### src/rtl/mult_pkg.sv
// Shared encodings for the sequential 8x8 multiplier: FSM states, operand
// nibble selects, shifter controls and the cycle-counter width.
package mult_pkg;

  localparam int CNT_W = 2;

  typedef enum logic [2:0] {
    IDLE = 3'b000,
    LSB  = 3'b001,
    MID  = 3'b010,
    MSB  = 3'b011,
    DONE = 3'b100,
    ERR  = 3'b101
  } state_t;

  localparam logic [1:0] SEL_LL = 2'b00;
  localparam logic [1:0] SEL_LH = 2'b01;
  localparam logic [1:0] SEL_HL = 2'b10;
  localparam logic [1:0] SEL_HH = 2'b11;

  localparam logic [1:0] SH0 = 2'b00;
  localparam logic [1:0] SH4 = 2'b01;
  localparam logic [1:0] SH8 = 2'b10;

endpackage

### src/rtl/mult_ctrl_fsm.sv
// Sequencing FSM for the 8x8 multiplier: walks the four nibble products,
// cross-checks the external cycle counter and owns that counter's clear.
module mult_ctrl_fsm #(
  parameter int CNT_W = mult_pkg::CNT_W
) (
  input  logic             clk,
  input  logic             aclr_n,
  input  logic             start,
  input  logic [CNT_W-1:0] count,
  output logic             cnt_clr_n,
  output logic [1:0]       input_sel,
  output logic [1:0]       shift_sel,
  output logic             acc_en,
  output logic             acc_load,
  output logic [2:0]       state_out,
  output logic             busy,
  output logic             done,
  output logic             err
);
  import mult_pkg::*;

  if (CNT_W != 2) begin : g_bad_cnt_w
    $error("mult_ctrl_fsm: CNT_W must be 2");
  end

  state_t r_state;
  state_t w_next;
  logic   r_cnt_clr_n;

  always_ff @(posedge clk or negedge aclr_n) begin
    if (!aclr_n) begin
      r_state     <= IDLE;
      r_cnt_clr_n <= 1'b0;
    end else begin
      r_state     <= w_next;
      // Counter runs only while the next state is a product cycle, so it
      // leaves reset at the start edge and reads 0 throughout LSB.
      r_cnt_clr_n <= (w_next == LSB) || (w_next == MID) || (w_next == MSB);
    end
  end

  always_comb begin
    w_next    = r_state;
    input_sel = SEL_LL;
    shift_sel = SH0;
    acc_en    = 1'b0;
    acc_load  = 1'b0;
    case (r_state)
      IDLE: begin
        if (start) w_next = LSB;
      end
      LSB: begin
        acc_en   = 1'b1;
        acc_load = 1'b1;
        w_next   = (count == CNT_W'(0)) ? MID : ERR;
      end
      MID: begin
        // MID covers both cross products; count picks which one.
        if (count == CNT_W'(1)) begin
          input_sel = SEL_LH;
          shift_sel = SH4;
          acc_en    = 1'b1;
        end else if (count == CNT_W'(2)) begin
          input_sel = SEL_HL;
          shift_sel = SH4;
          acc_en    = 1'b1;
          w_next    = MSB;
        end else begin
          w_next = ERR;
        end
      end
      MSB: begin
        if (count == CNT_W'(3)) begin
          input_sel = SEL_HH;
          shift_sel = SH8;
          acc_en    = 1'b1;
          w_next    = DONE;
        end else begin
          w_next = ERR;
        end
      end
      DONE: begin
        if (!start) w_next = IDLE;
      end
      ERR: begin
        if (!start) w_next = IDLE;
      end
      default: w_next = IDLE;
    endcase
  end

  assign cnt_clr_n = r_cnt_clr_n;
  assign state_out = r_state;
  assign busy      = (r_state == LSB) || (r_state == MID) || (r_state == MSB);
  assign done      = (r_state == DONE);
  assign err       = (r_state == ERR);

endmodule
### config.mk
export PLATFORM = sky130hd
export DESIGN_NAME = mult_ctrl_fsm
export DESIGN_NICKNAME = d
export VERILOG_FILES = /design/src/rtl/mult_pkg.sv /design/src/rtl/mult_ctrl_fsm.sv
export SDC_FILE = /design/constraint.sdc
export NUM_CORES = 1
export LEC_CHECK = 0
export ABC_AREA = 0
export BUFFER_PORTS_ARGS = -buffer_cell sky130_fd_sc_hd__buf_4
export CAP_MARGIN = 30
export CELL_PAD_IN_SITES_DETAIL_PLACEMENT = 2
export CELL_PAD_IN_SITES_GLOBAL_PLACEMENT = 2
export CORE_MARGIN = 3
export CORE_UTILIZATION = 23
export CTS_CLUSTER_DIAMETER = 150
export DETAILED_ROUTE_END_ITERATION = 8
export PLACE_DENSITY_LB_ADDON = 0.1
export SYNTH_ARGS = -nofsm -noshare
export SYNTH_HDL_FRONTEND = slang
export SYNTH_SLANG_ARGS = --single-unit
### constraint.sdc
create_clock -name clk -period 1.6 [get_ports clk]
set_clock_uncertainty 0.1 [all_clocks]
set_input_delay 0.4 -clock clk [delete_from_list [all_inputs] [get_ports clk]]
set_output_delay 0.4 -clock clk [all_outputs]
set_load 0.01 [all_outputs]
==> impl_results.rst <==
.. list-table::
   :header-rows: 1

   * - Metric
     - Value
   * - Failing checks
     - setup timing
   * - Leading cell types by total area after synthesis
     - dfrtp_1 (26%), ha_1 (13%), nor2_1 (5.9%)
   * - Leakage power total
     - around 0.37 nW
   * - Max Clk Rate
     - between 500 and 600 MHz
   * - Storage element area
     - roughly 100 um^2
   * - Sequence of cells on the critical path
     - buf_8, buf_4, ha_1, nand2b_1, a21oi_2, buf_4
   * - Cell total after placement
     - 86
   * - Number of DRC markers in iteration 0
     - 6
   * - First-pass iteration count of the detailed router
     - 4
   * - Post-Synthesis Mean Instance Area
     - around 8.1 um^2
   * - Total global-route track usage
     - 12.8%
   * - Cell-internal power
     - 0.746 mW
   * - Crit path arrival time
     - ~1.2 ns
   * - Vias in the first global route
     - 436
   * - Worst-Skew Late Latency
     - roughly 0.23 ns
   * - Wire length reported by the detailed router
     - roughly 1.5 mm
   * - Source of the worst register-to-register timing path
     - state_out[0]
   * - Area growth syn-to-layout
     - 101%
   * - CTS HTree Levels
     - 1
   * - Post-synthesis instance total
     - 47
   * - Startpoint types
     - primary input
   * - Worst setup path start
     - count[0]
   * - CTS clock-pin slew for the worst setup and hold paths
     - around 0.040 ns
   * - Portion of synthesized cell area occupied by the leading cell type
     - around a quarter
   * - Global-route wire length before repair
     - 1.99 mm
   * - Remaining antenna violation count after routing
     - 0
   * - PnR Total Power
     - around 1.2 mW
   * - Multi-input logic area
     - 292 um^2
   * - Initial antenna violation count
     - 0
   * - Clock Tree Buf Depth
     - 2
   * - Buffers plus inverters on the worst setup path
     - 3
   * - Yosys warns
     - 0
   * - Die area
     - 0.00219 mm^2
   * - Hold Violations, Final
     - 0
   * - P per Cell Area
     - 1570 mW/mm^2
   * - Finish-stage setup viols
     - 8
   * - Final worst setup slack
     - -0.0753 ns
   * - Post-synthesis instance area
     - approximately 380 um^2
   * - Max-capacitance violation count
     - 0
   * - Max Fanout on Critical Path
     - 3
   * - Net Sw Frac
     - 38.0%
   * - TritonCTS clock tree
     - yes
   * - Synthesized-area fraction occupied by and/or/nand/nor cells
     - 33.0%
   * - Combinational share of power
     - between 70% and 80%
   * - Proportion of power drawn by flip-flops and latches
     - approximately 17%
   * - Largest area contributor in the synthesized netlist
     - dfrtp_1
   * - Share of power burned in the clock network
     - about a tenth
   * - Critical-path cell with the highest stage delay
     - ha_1
   * - Ratio of cells with drive above 1 in the final layout
     - a little under two thirds
   * - Clk root buf
     - clkbuf_4
   * - Crit path time final
     - 1.68 ns
   * - Number of vias per cell after detailed routing
     - between 4 and 5
   * - Net Sw Power
     - roughly 0.46 mW
   * - Arithmetic-cell share of the synthesized area counting full adders, half adders and majority gates
     - between 10% and 20%
   * - Post-detailed-route wirelength per cell
     - about 15 um
   * - Worst Setup End Kind
     - output port
   * - IR drop worst, VDD
     - 0.000666 V
   * - Vias
     - 460
   * - Critical path required time
     - about 1.1 ns
   * - Xor/xnor share of the synthesized area
     - 0%
   * - Layout fillers
     - 171
   * - Number of antenna repair diodes
     - 0
   * - Number of standard cells in the layout, taps in and fillers out
     - 98
   * - Biggest cell delay along the critical path
     - 0.24 ns
   * - Worst relative slew slack
     - between 80% and 90%
   * - Kind of cell adding the most delay to the critical path
     - buffers and inverters
   * - Unrepaired setup endpoints after global routing
     - true
   * - Area fraction in compound gates after synthesis
     - between 10% and 20%
   * - Mux share of post-synthesis cell area
     - 0%
   * - Die X-Extent
     - between 40 and 50 um
   * - Num CTS Buffers
     - 3
   * - Type of the setup path with the least slack
     - in2out
   * - Placement Rows
     - 14
   * - # port buffers
     - 17
   * - Final Slew Violations
     - 0
   * - Detailed placement HPWL
     - ~860 um
   * - Maximum number of pins on one net before global-route repair
     - 10
   * - Total non-filler cell area in the finished layout
     - ~770 um^2
   * - Initial core utilization
     - between 20% and 30%
   * - Final global-route overflow total
     - 0
   * - Height of the die
     - 46.8 um
   * - Final cycle utilization of the critical path
     - 105%
   * - DR DRC count
     - 0
   * - Status
     - complete, but fails checks
   * - Post-Synthesis Net Count
     - between 50 and 60
   * - Largest family of logic cells by synthesized area
     - simple AND/OR/NAND/NOR gates
   * - Synthesized flop and latch total
     - 4
   * - Crit-path most repeated cell
     - buf_4
   * - Worst Tran Pin Value
     - 0.268 ns
   * - Proportion of synthesized chip area in sequential cells
     - a little over a quarter
   * - Routability Congestion
     - approximately 0.74
   * - Boundary pin count
     - 18
   * - Placeable Area
     - 0.00154 mm^2
   * - Worst min-delay path class
     - in2async
   * - Number of clock sinks
     - 4
   * - Final layout net count
     - 93
   * - DP Area
     - roughly 580 um^2
   * - Hold slack
     - between 0.4 and 0.5 ns
   * - Number of distinct standard cells referenced by the synthesized netlist
     - 24
==> repair_timing <==
| action | 4_1_cts | 5_1_grt |
|---|---|---|
| setup endpoints to repair | 9 | 9 |
| endpoints found under the hold margin | 4 | 0 |
| hold buffers | 1 | 0 |
| gates resized for setup | 8 | 23 |
| pin swaps | 4 | 4 |
| buffers inserted | 3 | 5 |
==> cell usage after synthesis (all sizes together) <==
cell type and n:
a21oi 4, a22oi 1, a31o 1, and2 1, and3 1, buf 3, dfrtp 4, ha 4
inv 4, nand2 3, nand2b 4, nand3b 2, nor2 6, nor2b 2, nor3 1, nor3b 1
o21ai 1, o21ba 1, o31a 1, o32a 1, or2b 1
==> state kept, by name, summed over array words and instances (netlist names) <==
register / count
state_out: 3
cnt_clr_n: 1
==> layout by cell type, fill, tap and decap left out, drive strengths merged <==
| master | Yosys | layout |
|---|---|---|
| and3 | 1 | 1 |
| a22oi | 1 | 1 |
| o32a | 1 | 1 |
| nor3b | 1 | 1 |
| o21ba | 1 | 1 |
| or2b | 1 | 1 |
| a21oi | 4 | 4 |
| nand3b | 2 | 2 |
| buf | 3 | 34 |
| inv | 4 | 4 |
| clkbuf | 0 | 3 |
| nand2 | 3 | 3 |
| and2 | 1 | 1 |
| a31o | 1 | 1 |
| dfrtp | 4 | 4 |
| nor2 | 6 | 6 |
| dlygate4sd3 | 0 | 1 |
| nor3 | 1 | 1 |
| nand2b | 4 | 4 |
| nor2b | 2 | 2 |
| o31a | 1 | 1 |
| ha | 4 | 4 |
| o21ai | 1 | 1 |
==> worst register-to-register path, stage by stage (launching register included) <==
cell and delay, ns:
dfrtp_2 0.44, buf_6 0.14, buf_4 0.13, buf_4 0.14, a31o_1 0.20, o32a_1 0.17
o21ba_1 0.17
==> path summary, 6_finish.rpt <==
check	end	slack, ns	cells past startpoint
max in group asynchronous	state_out[1]	0.84	2
setup / recovery	input_sel[0]	-0.08	6
hold reg to reg	state_out[1]	0.57	2
min in group clk	state_out[2]	0.53	4
hold / removal	state_out[0]	0.45	2
setup reg to reg	cnt_clr_n	-0.01	6
==> logic make-up after synthesis <==
kind of cell               after synthesis
AOI/OAI and AO/OA                       10
adders and majority gates                4
buffers and inverters                    7
DFF                                      4
and+or+nand+nor                         22
==> metrics by stage <==
step	setup TNS [ns]	setup WS (ns)	util [%]
6_report	-0.352	-0.0753	49.8
5_1_grt	-0.953	-0.153	49.8
4_1_cts	-0.472	-0.0965	42.8
3_5_place_dp	-0.264	-0.108	37.4
3_3_place_gp	-0.251	-0.103	37.4
2_1_floorplan	0	0.0438	-
==> area by class of cell <==
class                   instances  share of cell area, %
repair buffers                 35                   39.9
flip-flops and latches          4                   13.4
clock buffers                   3                   2.93
well taps                      16                   2.61
inverters                       4                   3.26
multi-input cells              36                   37.9
==> routing by layer <==
metal | global-route usage, % | vias up | share of wire (%) | routed length, um
li1 | - | 227 | - | -
met1 | 17.7 | 222 | 47 | 709
met2 | 19.8 | 11 | 49 | 733
met3 | 4.60 | 0 | 3.9 | 59
met4 | 1.66 | 0 | 0 | 0
met5 | 0 | - | 0 | 0
==> power by group through the flow <==
stage               clock (mW)  combinational, mW  sequential, mW
detailed placement           0              0.606           0.210
floorplan                    0              0.321           0.203
global route             0.133              0.957           0.211
global placement             0              0.603           0.208
CTS                      0.131              0.697           0.203
finish                   0.122              0.879           0.202
No activity file was read; power rests on OpenSTA's default activity.
